`config.mk`:
```
export PLATFORM = sky130hd
export DESIGN_NAME = turn_signal_ctrl
export DESIGN_NICKNAME = d
export VERILOG_FILES = /design/src/rtl/turn_signal_ctrl.sv
export SDC_FILE = /design/constraint.sdc
export NUM_CORES = 1
export LEC_CHECK = 0
export CAP_MARGIN = 0
export CORE_AREA = 3 3 101 103
export DETAILED_ROUTE_END_ITERATION = 12
export DIE_AREA = 0 0 104 106
export PLACE_DENSITY = 0.7
export SLEW_MARGIN = 20
export SYNTH_ARGS = -nofsm -noshare
export SYNTH_HDL_FRONTEND = slang
export SYNTH_SLANG_ARGS = --single-unit
```
`constraint.sdc`:
```
create_clock -name clk -period 3.4 [get_ports clk]
set_input_delay 0.68 -clock clk [delete_from_list [all_inputs] [get_ports clk]]
set_output_delay 0.68 -clock clk [all_outputs]
set_load 0.1 [all_outputs]
```
`src/rtl/turn_signal_ctrl.sv`:
```
`default_nettype none
// ============================================================================
// Module   : turn_signal_ctrl
// Purpose  : Syncs/debounces the turn, hazard and brake switches, then arbitrates
//            the turn mode. Defining TURN_AUTOCANCEL_EN adds a turn auto-cancel timeout.
// Revision : 1.0 - initial release
// ============================================================================
module turn_signal_ctrl #(
    parameter int unsigned DEBOUNCE_CYCLES = 1000000,
    parameter int unsigned TIMEOUT_CYCLES  = 32'd3000000000
) (
    input  logic       clk,
    input  logic       rst,
    input  logic       sw_left,
    input  logic       sw_right,
    input  logic       sw_hazard,
    input  logic       sw_brake,
    output logic       seq_rst_left,
    output logic       seq_rst_right,
    output logic       brake_left,
    output logic       brake_right,
    output logic [1:0] mode,
    output logic       err_conflict
);

    localparam int c_L = 0;
    localparam int c_R = 1;
    localparam int c_H = 2;
    localparam int c_B = 3;
    localparam int c_DB_W = $clog2(DEBOUNCE_CYCLES + 1);
    localparam logic [c_DB_W-1:0] c_DB_LAST = c_DB_W'(DEBOUNCE_CYCLES - 1);

    if (DEBOUNCE_CYCLES < 1 || TIMEOUT_CYCLES < 1) begin : g_param_check
        $error("turn_signal_ctrl: DEBOUNCE_CYCLES and TIMEOUT_CYCLES must be >= 1");
    end

    typedef enum logic [1:0] {
        ST_IDLE   = 2'b00,
        ST_LEFT   = 2'b01,
        ST_RIGHT  = 2'b10,
        ST_HAZARD = 2'b11
    } state_t;

    logic [3:0]        w_sw;
    logic [3:0]        r_sync1;
    logic [3:0]        r_sync2;
    logic [3:0]        r_db;
    logic [c_DB_W-1:0] r_cnt [4];
    state_t            r_state;
    state_t            w_state_nxt;
    state_t            w_req;
    logic              w_left_req;
    logic              w_right_req;
    logic              w_conflict;
    logic              w_timeout;

    assign w_sw = {sw_brake, sw_hazard, sw_right, sw_left};

    // A level is accepted only after DEBOUNCE_CYCLES consecutive disagreeing samples.
    always_ff @(posedge clk or posedge rst) begin
        if (rst) begin
            r_sync1 <= '0;
            r_sync2 <= '0;
            r_db    <= '0;
            for (int i = 0; i < 4; i++) begin
                r_cnt[i] <= '0;
            end
        end else begin
            r_sync1 <= w_sw;
            r_sync2 <= r_sync1;
            for (int i = 0; i < 4; i++) begin
                if (r_sync2[i] == r_db[i]) begin
                    r_cnt[i] <= '0;
                end else if (r_cnt[i] == c_DB_LAST) begin
                    r_db[i]  <= ~r_db[i];
                    r_cnt[i] <= '0;
                end else begin
                    r_cnt[i] <= r_cnt[i] + 1'b1;
                end
            end
        end
    end

`ifdef TURN_AUTOCANCEL_EN
    localparam int c_RUN_W = $clog2(64'(TIMEOUT_CYCLES) + 64'd1);
    localparam logic [c_RUN_W-1:0] c_RUN_LAST = c_RUN_W'(TIMEOUT_CYCLES - 1);

    logic [c_RUN_W-1:0] r_run_cnt;
    logic               r_cancel;

    assign w_timeout   = ((r_state == ST_LEFT) || (r_state == ST_RIGHT)) && (r_run_cnt == c_RUN_LAST);
    assign w_left_req  = r_db[c_L] & ~r_cancel;
    assign w_right_req = r_db[c_R] & ~r_cancel;

    // Cancel stays latched until both turn switches are released.
    always_ff @(posedge clk or posedge rst) begin
        if (rst) begin
            r_run_cnt <= '0;
            r_cancel  <= 1'b0;
        end else begin
            if ((w_state_nxt != r_state) || !((r_state == ST_LEFT) || (r_state == ST_RIGHT))) begin
                r_run_cnt <= '0;
            end else begin
                r_run_cnt <= r_run_cnt + 1'b1;
            end
            if (w_timeout) begin
                r_cancel <= 1'b1;
            end else if (!r_db[c_L] && !r_db[c_R]) begin
                r_cancel <= 1'b0;
            end
        end
    end
`else
    assign w_timeout   = 1'b0;
    assign w_left_req  = r_db[c_L];
    assign w_right_req = r_db[c_R];
`endif

    assign w_conflict = r_db[c_L] & r_db[c_R] & ~r_db[c_H];

    always_comb begin
        w_req = ST_IDLE;
        if (r_db[c_H]) begin
            w_req = ST_HAZARD;
        end else if (w_left_req && w_right_req) begin
            w_req = ST_IDLE;
        end else if (w_left_req) begin
            w_req = ST_LEFT;
        end else if (w_right_req) begin
            w_req = ST_RIGHT;
        end
    end

    // Moving between two active modes detours through IDLE so both sequencers restart.
    always_comb begin
        w_state_nxt = r_state;
        if (w_timeout) begin
            w_state_nxt = ST_IDLE;
        end else if (w_req != r_state) begin
            w_state_nxt = (r_state == ST_IDLE) ? w_req : ST_IDLE;
        end
    end

    always_ff @(posedge clk or posedge rst) begin
        if (rst) begin
            r_state <= ST_IDLE;
        end else begin
            r_state <= w_state_nxt;
        end
    end

    always_ff @(posedge clk or posedge rst) begin
        if (rst) begin
            seq_rst_left  <= 1'b1;
            seq_rst_right <= 1'b1;
            brake_left    <= 1'b0;
            brake_right   <= 1'b0;
            err_conflict  <= 1'b0;
        end else begin
            seq_rst_left  <= !((r_state == ST_LEFT) || (r_state == ST_HAZARD));
            seq_rst_right <= !((r_state == ST_RIGHT) || (r_state == ST_HAZARD));
            brake_left    <= r_db[c_B] && !((r_state == ST_LEFT) || (r_state == ST_HAZARD));
            brake_right   <= r_db[c_B] && !((r_state == ST_RIGHT) || (r_state == ST_HAZARD));
            err_conflict  <= w_conflict;
        end
    end

    assign mode = r_state;

endmodule
`default_nettype wire

```
==> results of run 1 <==
-- power groups by stage --
stage / Combinational [mW] / Clock (mW) / Sequential, mW
after floorplan: 0.0517 / 0 / 1.23
after global placement: 0.0740 / 0 / 1.23
after detailed placement: 0.0759 / 0 / 1.23
after CTS: 0.0762 / 0.825 / 1.21
after global routing: 0.0863 / 0.877 / 1.21
final: 0.0729 / 0.803 / 1.21
-- cell type report --
type | count | area [um^2]
timing repair buffer | 16 | 153
clock inverter | 3 | 65.1
fill | 819 | 4190
multi-input combinational | 322 | 2030
inverter | 17 | 66.3
clock buffer | 13 | 139
tap | 129 | 161
sequential | 99 | 2480
-- Yosys cell counts (4+ instances only) --
| library cell | number |
|---|---|
| inv_1 | 17 |
| buf_2 | 4 |
| mux2_2 | 4 |
| nor2_1 | 58 |
| xnor2_1 | 26 |
| or4_1 | 12 |
| o21ai_0 | 12 |
| nor4_1 | 11 |
| nand3_1 | 27 |
| dfrtp_1 | 97 |
| ha_1 | 4 |
| and3_1 | 5 |
| o31ai_1 | 7 |
| nand2_1 | 25 |
| nor3_1 | 11 |
| a21oi_1 | 22 |
| nand4_1 | 18 |
| and2_1 | 6 |
| and4_1 | 6 |
| xor2_1 | 29 |
| or3_1 | 13 |
-- metal layers --
| layer | GRT usage, % | share of wire (%) |
|---|---|---|
| met1 | 21.3 | 48 |
| met2 | 25.6 | 47 |
| met3 | 4.31 | 3.9 |
| met4 | 4.46 | 1.1 |
| met5 | 0 | 0 |
-- final timing paths --
check | end | depth (start not counted) | slack, ns | startpoint
max | err_conflict | 1 | 0.91 | err_conflict
min in group asynchronous | r_cnt[11] | 2 | 0.73 | rst
max in group asynchronous | seq_rst_left | 3 | 2.00 | rst
min | r_sync2[3] | 0 | 0.35 | r_sync1[3]
max reg2reg | r_cnt[30] | 5 | 1.19 | r_cnt[20]
min reg2reg | r_sync2[3] | 0 | 0.35 | r_sync1[3]
-- flip-flops by register name, indices dropped and copies added (netlist names) --
register / count
brake_left: 1
brake_right: 1
err_conflict: 1
mode: 2
r_cnt: 80
r_db: 4
r_sync1: 4
r_sync2: 4
seq_rst_left: 1
seq_rst_right: 1
-- through the flow --
stage / total power, mW / util [%] / worst slack (ns) / hold slack, ns
2_1_floorplan: 1.28 / - / 0.133 / 0.331
3_3_place_gp: 1.30 / 52.7 / 1.27 / 0.334
3_5_place_dp: 1.31 / 52.7 / 1.17 / 0.336
4_1_cts: 2.11 / 54.9 / 0.882 / 0.358
5_1_grt: 2.17 / 54.9 / 0.861 / 0.371
6_report: 2.08 / 54.9 / 0.911 / 0.355
-- cells by family (layout without fill, tap and decap cells) --
| logic type | count (synthesis) | after routing | synth area share [%] |
|---|---|---|---|
| DFF | 99 | 99 | 53.6 |
| and+or+nand+nor | 209 | 209 | 24.4 |
| xor gates and xnor gates | 55 | 55 | 10.4 |
| adders and majority gates | 4 | 4 | 1.08 |
| buffers and inverters | 26 | 49 | 2.41 |
| AOI/OAI and AO/OA | 50 | 50 | 7.14 |
| muxes | 4 | 4 | 0.974 |
==> results.ini, run 1 <==
[drt]
drt_iter0_drc=138
dr_total_vias=3298
dr.pass1.iters=5
postRouteAntennaNets=0
wirelength_mm=7.97
drc=0
via_per_inst=5.51
wl_per_cell_um=13.3

[die]
die_area_um2=11000
core_area_um2=9280
start_util_pct=49.8
rows=35
die_y_um=106
io_pins=13
die_x_um=104

[layout]
layout.nets=475
area_growth_pct=10.2
final_common_cell=dfrtp_1
postLayoutCellArea_um2=5100
diodes=0
drive_gt1_share_pct=8.51
final_cells=599
final_cell_mix=97 x dfrtp_1, 58 x nor2_1, 29 x xor2_1, 27 x nand3_1, 26 x xnor2_1

[synth]
synth-seq-cells=99
syn_area_um2=4630
ys_seq_area_share_pct=53.6
syn_avg_cell_area_um2=10.3
synth_edf_count=0
synthCells=447
synth_top_area_share_pct=52.5
synth-main-ff-cell=dfrtp_1
syn_nets=457
async_flop_share_pct=100
yosys-top-cells-area=dfrtp_1 52%, xor2_1 5.5%, xnor2_1 4.9%, nor2_1 4.7%, nand3_1 2.9%
yosysWarningCount=0
synth_top_area_cell=dfrtp_1
synth_cell_type_count=43

[pwr]
ir_drop_v=0.000179
power_frac_clock_pct=38.5
p_per_area_nw_per_um2=409
p_sw_uw=451
netSwitchingFraction_pct=21.7
leakage_nw=2.06
p_int_mw=1.63
seqPwrFrac_pct=58.0
combPwrFrac_pct=3.5

[grt]
antenna_found_initial=0
grt_max_degree=45
grt_pass1_vias=3165
grt_pass1_wl_mm=14.5
grt-ovfl-total=0
grtUsageTotal_pct=15.9

[worst_setup_path]
cpMaxStageDelayCell=clkdlybuf4s50_1
path_cells=clkdlybuf4s50_1
required_ns=2.72
worstPathArrival_ns=1.81
cp_num_buf_inv=1
crit_path_max_incr_delay_ns=1.12
crit_family=buffers and inverters
crit_path_start_kind=register
path_max_fanout=1
setup.worst_path.class=reg -> out
end_kind=output pin

[sta]
clock_skew_ns=0.0106
max_slew.worst_pin.slew_ns=0.964
fmax_mhz=402
finalSetupViolations=0
rsz0062_at_grt=no
slew_headroom_pct=35.6
min_period_ns=2.49
slew_viol_final=0
fin_tns_setup_ns=0
period_share_pct=73.2
finalHoldViolations=0

[clock_network]
cts_tree=yes
cts-root-buf=clkbuf_8
clock-sinks=99
clk_latency_ns=0.36
cts_buffers=9
cts-hold-fix-buffers=0
post_cts_buffers=0
clock_path_buffers=2
cts_resized=0
clk_pin_slew_ns=0.08
htreeDepth=3

[placement]
hpwl_mm=5.48
port_buffers=12
placed_area_um2=4890
place_inst=583
gp_congestion=0.808

[worst_hold_path]
min_path_type=reg -> reg

[run_status]
status=complete, no violations

[job]
cap_violations=0

(Power assumes the default switching activity.)
==> run 2, diff against run 1 <==
- clock period: 3.4 -> 2.2 ns (I/O delays scaled with it)
==> results.ini, run 2 (same netlist as run 1, synthesis figures left out) <==
[pwr]
p_per_area_nw_per_um2=621  ; was 409 nW/um^2
netSwitchingFraction_pct=22.7  ; was 21.7%
combPwrFrac_pct=3.8  ; was 3.5%
p_sw_uw=730  ; was 451 uW
p_int_mw=2.48  ; was 1.63 mW
leakage_nw=2.10  ; was 2.06 nW
seqPwrFrac_pct=58.2  ; was 58.0%
ir_drop_v=0.000429  ; was 0.000179 V
power_frac_clock_pct=38.0  ; was 38.5%
power.total_mw=3.21  ; was 2.08 mW

[worst_setup_path]
worstPathArrival_ns=2.30  ; was 1.81 ns
path_cells=or4b_1 -> or4_4 -> nor2_1 -> mux2_2  ; was clkdlybuf4s50_1
setup.worst_path.class=reg -> reg  ; was reg -> out
r2r-end=r_db[3]  ; was r_cnt[30]
cpMaxStageDelayCell=or4_4  ; was clkdlybuf4s50_1
worstRegToRegCells=4  ; was 5
reg2reg_slack_ns=0.16  ; was 1.19 ns
reg2reg_from=r_cnt[6]  ; was r_cnt[20]
crit_family=simple AND/OR/NAND/NOR gates  ; was buffers and inverters
required_ns=2.46  ; was 2.72 ns
path_max_fanout=5  ; was 1
end_kind=register  ; was output pin
crit_path_start_kind=register  ; unchanged
cp_num_buf_inv=0  ; was 1
crit_path_max_incr_delay_ns=0.54  ; was 1.12 ns

[layout]
final_cell_mix=97 x dfrtp_1, 58 x nor2_1, 29 x xor2_1, 27 x nand3_1, 26 x xnor2_1  ; unchanged
fillers=838  ; was 819
postLayoutCoreUtil_pct=55.6  ; was 54.9%
drive_gt1_share_pct=11.2  ; was 8.51%
final_cells=604  ; was 599
largest_reg_flops=80  ; unchanged
postLayoutCellArea_um2=5170  ; was 5100 um^2
area_growth_pct=11.7  ; was 10.2%
final_common_cell=dfrtp_1  ; unchanged
diodes=0  ; unchanged
layout.nets=480  ; was 475
top_register=r_cnt  ; unchanged

[clock_network]
clock-sinks=99  ; unchanged
clk_pin_slew_ns=0.09  ; was 0.08 ns
clk_latency_ns=0.37  ; was 0.36 ns
cts-hold-fix-buffers=0  ; unchanged
cts_buffers=9  ; unchanged
htreeDepth=3  ; unchanged
cts_tree=yes  ; unchanged
clock_path_buffers=2  ; unchanged
cts-root-buf=clkbuf_8  ; unchanged

[grt]
grtUsageTotal_pct=16.2  ; was 15.9%
grt_pass1_wl_mm=14.9  ; was 14.5 mm
antenna_found_initial=0  ; unchanged
grt_max_degree=100  ; was 45
grt-ovfl-total=0  ; unchanged
grt_pass1_vias=3340  ; was 3,165

[die]
core_area_um2=9280  ; unchanged
rows=35  ; unchanged
die_x_um=104  ; unchanged
die_area_um2=11000  ; unchanged
die_y_um=106  ; unchanged
start_util_pct=49.8  ; unchanged
io_pins=13  ; unchanged

[sta]
min_period_ns=2.04
max_slew.worst_pin.slew_ns=0.546  ; was 0.964 ns
hold_slack_ns=0.354  ; was 0.355 ns
fin_tns_setup_ns=0  ; unchanged
finalHoldViolations=0  ; unchanged
finalWorstSetupSlack_ns=0.161  ; was 0.911 ns
period_share_pct=92.7
slew_headroom_pct=63.3  ; was 35.6%
finalSetupViolations=0  ; unchanged
fmax_mhz=490
clock_skew_ns=0.00856  ; was 0.0106 ns
rsz0062_at_grt=no  ; unchanged
slew_viol_final=0  ; unchanged

[drt]
wl_per_cell_um=13.6  ; was 13.3 um
dr_total_vias=3357  ; was 3,298
postRouteAntennaNets=0  ; unchanged
via_per_inst=5.56  ; was 5.51
wirelength_mm=8.24  ; was 7.97 mm
dr.pass1.iters=4  ; was 5
drt_iter0_drc=156  ; was 138
drc=0  ; unchanged

[worst_hold_path]
min_path_type=reg -> reg  ; unchanged
min_path_cells=0  ; unchanged
worstHoldStart=r_sync1[3]  ; unchanged
min_to=r_sync2[3]  ; unchanged

[job]
cap_violations=0  ; unchanged

[run_status]
status=complete, no violations  ; unchanged

[placement]
hpwl_mm=5.54  ; was 5.48 mm
placed_area_um2=4950  ; was 4890 um^2
gp_congestion=0.768  ; was 0.808
place_inst=588  ; was 583
place_ws_ns=0.116  ; was 1.17 ns
port_buffers=12  ; unchanged

## run 2: worst max path at each step
stage | from | to | slack (ns) | cells after the start
2_1_floorplan | r_cnt[6] | r_cnt[11] | 0.22 | 5
3_3_place_gp | r_cnt[6] | r_db[3] | 0.17 | 4
3_5_place_dp | r_cnt[0] | r_cnt[18] | 0.12 | 5
4_1_cts | r_cnt[0] | r_cnt[18] | 0.08 | 5
5_1_grt | r_cnt[0] | r_cnt[18] | 0.05 | 5
6_report | r_cnt[6] | r_db[3] | 0.16 | 4
## run 2: routing by layer
layer	global-route usage, %	wire [um]	vias up
met5	0	0	-
li1	-	-	1623
met1	19.9	3890	1686
met3	4.25	255	12
met4	4.84	106	0
met2	28.0	3990	36
## run 2: repair_timing
action                                 CTS  global route
endpoints found under the hold margin    0             0
setup endpoints to repair                0             1
setup buffers                            0             0
gates resized for setup                  0             1
## run 2: cell type report
class	instances	area, um^2	area share [%]
multi-input cells	322	2040	39.5
inverters	17	67.6	1.31
clock buffers	11	151	2.93
repair buffers	21	208	4.02
flip-flops and latches	99	2480	48.0
well taps	129	161	3.12
clock inverters	5	60.1	1.16
## run 2: power groups by stage
| stage | logic [mW] | registers [mW] | clock network (mW) |
|---|---|---|---|
| 2_1_floorplan | 0.0804 | 1.90 | 0 |
| 3_3_place_gp | 0.124 | 1.90 | 0 |
| 3_5_place_dp | 0.128 | 1.90 | 0 |
| 4_1_cts | 0.128 | 1.87 | 1.27 |
| 5_1_grt | 0.141 | 1.87 | 1.34 |
| 6_report | 0.122 | 1.87 | 1.22 |
==> run 3, diff against run 2 <==
- SETUP_SLACK_MARGIN: unset -> 0.15
==> results.ini, run 3 (same netlist as run 1, synthesis figures left out) <==
[die]
die_area_um2=11000  ; unchanged
die_y_um=106  ; unchanged
rows=35  ; unchanged
start_util_pct=49.8  ; unchanged
core_area_um2=9280  ; unchanged
io_pins=13  ; unchanged
die_x_um=104  ; unchanged

[pwr]
combPwrFrac_pct=3.9  ; was 3.8%
leakage_nw=2.12  ; was 2.10 nW
netSwitchingFraction_pct=22.8  ; was 22.7%
p_int_mw=2.48  ; about the same
power.total_mw=3.21  ; about the same
seqPwrFrac_pct=58.1  ; was 58.2%
power_frac_clock_pct=38.0  ; about the same
p_per_area_nw_per_um2=618  ; was 621 nW/um^2
ir_drop_v=0.000429  ; about the same
p_sw_uw=731  ; was 730 uW

[sta]
slew_viol_final=0  ; unchanged
period_share_pct=91.6  ; was 92.7%
min_period_ns=2.02  ; was 2.04 ns
rsz0062_at_grt=yes  ; was no
slew_headroom_pct=65.1  ; was 63.3%
finalHoldViolations=0  ; unchanged
clock_skew_ns=0.00866  ; was 0.00856 ns
fin_tns_setup_ns=0  ; unchanged
max_slew.worst_pin.slew_ns=0.524  ; was 0.546 ns
finalSetupViolations=0  ; unchanged
fmax_mhz=496  ; was 490 MHz

[worst_setup_path]
r2r-end=r_db[3]  ; unchanged
worstRegToRegCells=4  ; unchanged
reg2reg_from=r_cnt[8]  ; was r_cnt[6]
crit_path_max_incr_delay_ns=0.55  ; was 0.54 ns
reg2reg_slack_ns=0.18  ; was 0.16 ns
required_ns=2.46  ; about the same
cpMaxStageDelayCell=or4_4  ; unchanged
path_cells=or4b_1 -> or4_4 -> nor2_2 -> mux2_2  ; was or4b_1 -> or4_4 -> nor2_1 -> mux2_2
setup.worst_path.class=reg -> reg  ; unchanged
worstPathArrival_ns=2.28  ; was 2.30 ns
crit_path_start_kind=register  ; unchanged
end_kind=register  ; unchanged
path_max_fanout=3  ; was 5

[worst_hold_path]
min_path_cells=0  ; unchanged
min_path_type=reg -> reg  ; unchanged
worstHoldStart=r_sync1[3]  ; unchanged
min_to=r_sync2[3]  ; unchanged

[grt]
grt-ovfl-total=0  ; unchanged
grt_max_degree=100  ; unchanged
met1_usage_pct=20.0  ; was 19.9%
grt_pass1_wl_mm=14.9  ; about the same
grt_pass1_vias=3331  ; was 3,340
antenna_found_initial=0  ; unchanged
grtUsageTotal_pct=16.2  ; about the same
met3_usage_pct=4.25  ; unchanged
met2_usage_pct=27.8  ; was 28.0%
globalRoute.busiestLayer=met2  ; unchanged

[placement]
gp_congestion=0.768  ; unchanged
hpwl_mm=5.54  ; unchanged
place_inst=588  ; unchanged
port_buffers=12  ; unchanged

[drt]
postRouteAntennaNets=0  ; unchanged
dr.pass1.iters=4  ; unchanged
via_per_inst=5.54  ; was 5.56
drt_iter0_drc=167  ; was 156
wl_per_cell_um=13.7  ; was 13.6 um
wirelength_mm=8.28  ; was 8.24 mm
drc=0  ; unchanged
dr_total_vias=3356  ; was 3,357

[layout]
largest_reg_flops=80  ; unchanged
final_cell_mix=97 x dfrtp_1, 57 x nor2_1, 29 x xor2_1, 27 x nand3_1, 26 x xnor2_1  ; was 97 x dfrtp_1, 58 x nor2_1, 29 x xor2_1, 27 x nand3_1, 26 x xnor2_1
area_growth_pct=12.4  ; was 11.7%
diodes=0  ; unchanged
postLayoutCoreUtil_pct=56.0  ; was 55.6%
final_cells=606  ; was 604
drive_gt1_share_pct=12.4  ; was 11.2%
final_common_cell=dfrtp_1  ; unchanged
top_register=r_cnt  ; unchanged
layout.nets=482  ; was 480

[clock_network]
clk_pin_slew_ns=0.09  ; about the same
cts-hold-fix-buffers=0  ; unchanged
htreeDepth=3  ; unchanged
cts-root-buf=clkbuf_8  ; unchanged
cts_tree=yes  ; unchanged
clock-sinks=99  ; unchanged
cts_buffers=9  ; unchanged
clk_latency_ns=0.37  ; about the same
clock_path_buffers=2  ; unchanged

[run_status]
status=complete, no violations  ; unchanged

[job]
cap_violations=0  ; unchanged

==> run 3: cell count changes in the layout (fill, tap and decap cells not counted), sizes merged <==
cell	previous run	this run
buf	16	18
==> run 3: repair_timing <==
item | in CTS | in global routing
buffers inserted | 0 | 2
gates resized for setup | 1 | 4
cloned | 0 | 0
endpoints found under the setup margin | 1 | 5
pin swaps | 0 | 1
==> run 3: through the flow <==
stage	setup WS, ns	hold WS, ns	instance area [um^2]
after floorplan	0.216	0.331	4630
after global placement	0.173	0.336	4950
after detailed placement	0.116	0.336	4950
after CTS	0.152	0.358	5170
after global routing	0.132	0.367	5200
final	0.184	0.354	5200
==> run 3: worst max-delay path by stage <==
stage | start | endpoint | slack (ns) | cells past startpoint
final | r_cnt[8] | r_db[3] | 0.18 | 4
after global routing | r_cnt[8] | r_db[3] | 0.13 | 4
after CTS | r_cnt[6] | r_db[3] | 0.15 | 4
after detailed placement | r_cnt[0] | r_cnt[18] | 0.12 | 5
after global placement | r_cnt[6] | r_db[3] | 0.17 | 4
after floorplan | r_cnt[6] | r_cnt[11] | 0.22 | 5
==> run 3: worst max-delay path: cells and delay by family, from the launching register on <==
kind,cells,cell delay (ns)
DFF,1,0.41
muxes,1,0.33
and+or+nand+nor,3,1.17
==> run 3: area by class of cell <==
| type | count | area, um^2 |
|---|---|---|
| fillers | 835 | 4090 |
| flip-flops and latches | 99 | 2480 |
| multi-input cells | 322 | 2060 |
| repair buffers | 23 | 223 |
| well taps | 129 | 161 |
| clock buffers | 11 | 151 |
| inverters | 17 | 67.6 |
| clock inverters | 5 | 60.1 |
==> run 3: power by group through the flow <==
stage	sequential (mW)	clock, mW	combinational [mW]
3_5_place_dp	1.90	0	0.128
4_1_cts	1.87	1.27	0.128
6_report	1.87	1.22	0.125
5_1_grt	1.87	1.34	0.143
2_1_floorplan	1.90	0	0.0804
3_3_place_gp	1.90	0	0.124
==> run 3: layer usage <==
| metal | vias to the layer above | wire length [um] |
|---|---|---|
| li1 | 1627 | - |
| met1 | 1675 | 3890 |
| met2 | 42 | 3990 |
| met3 | 12 | 295 |
| met4 | 0 | 106 |
| met5 | - | 0 |
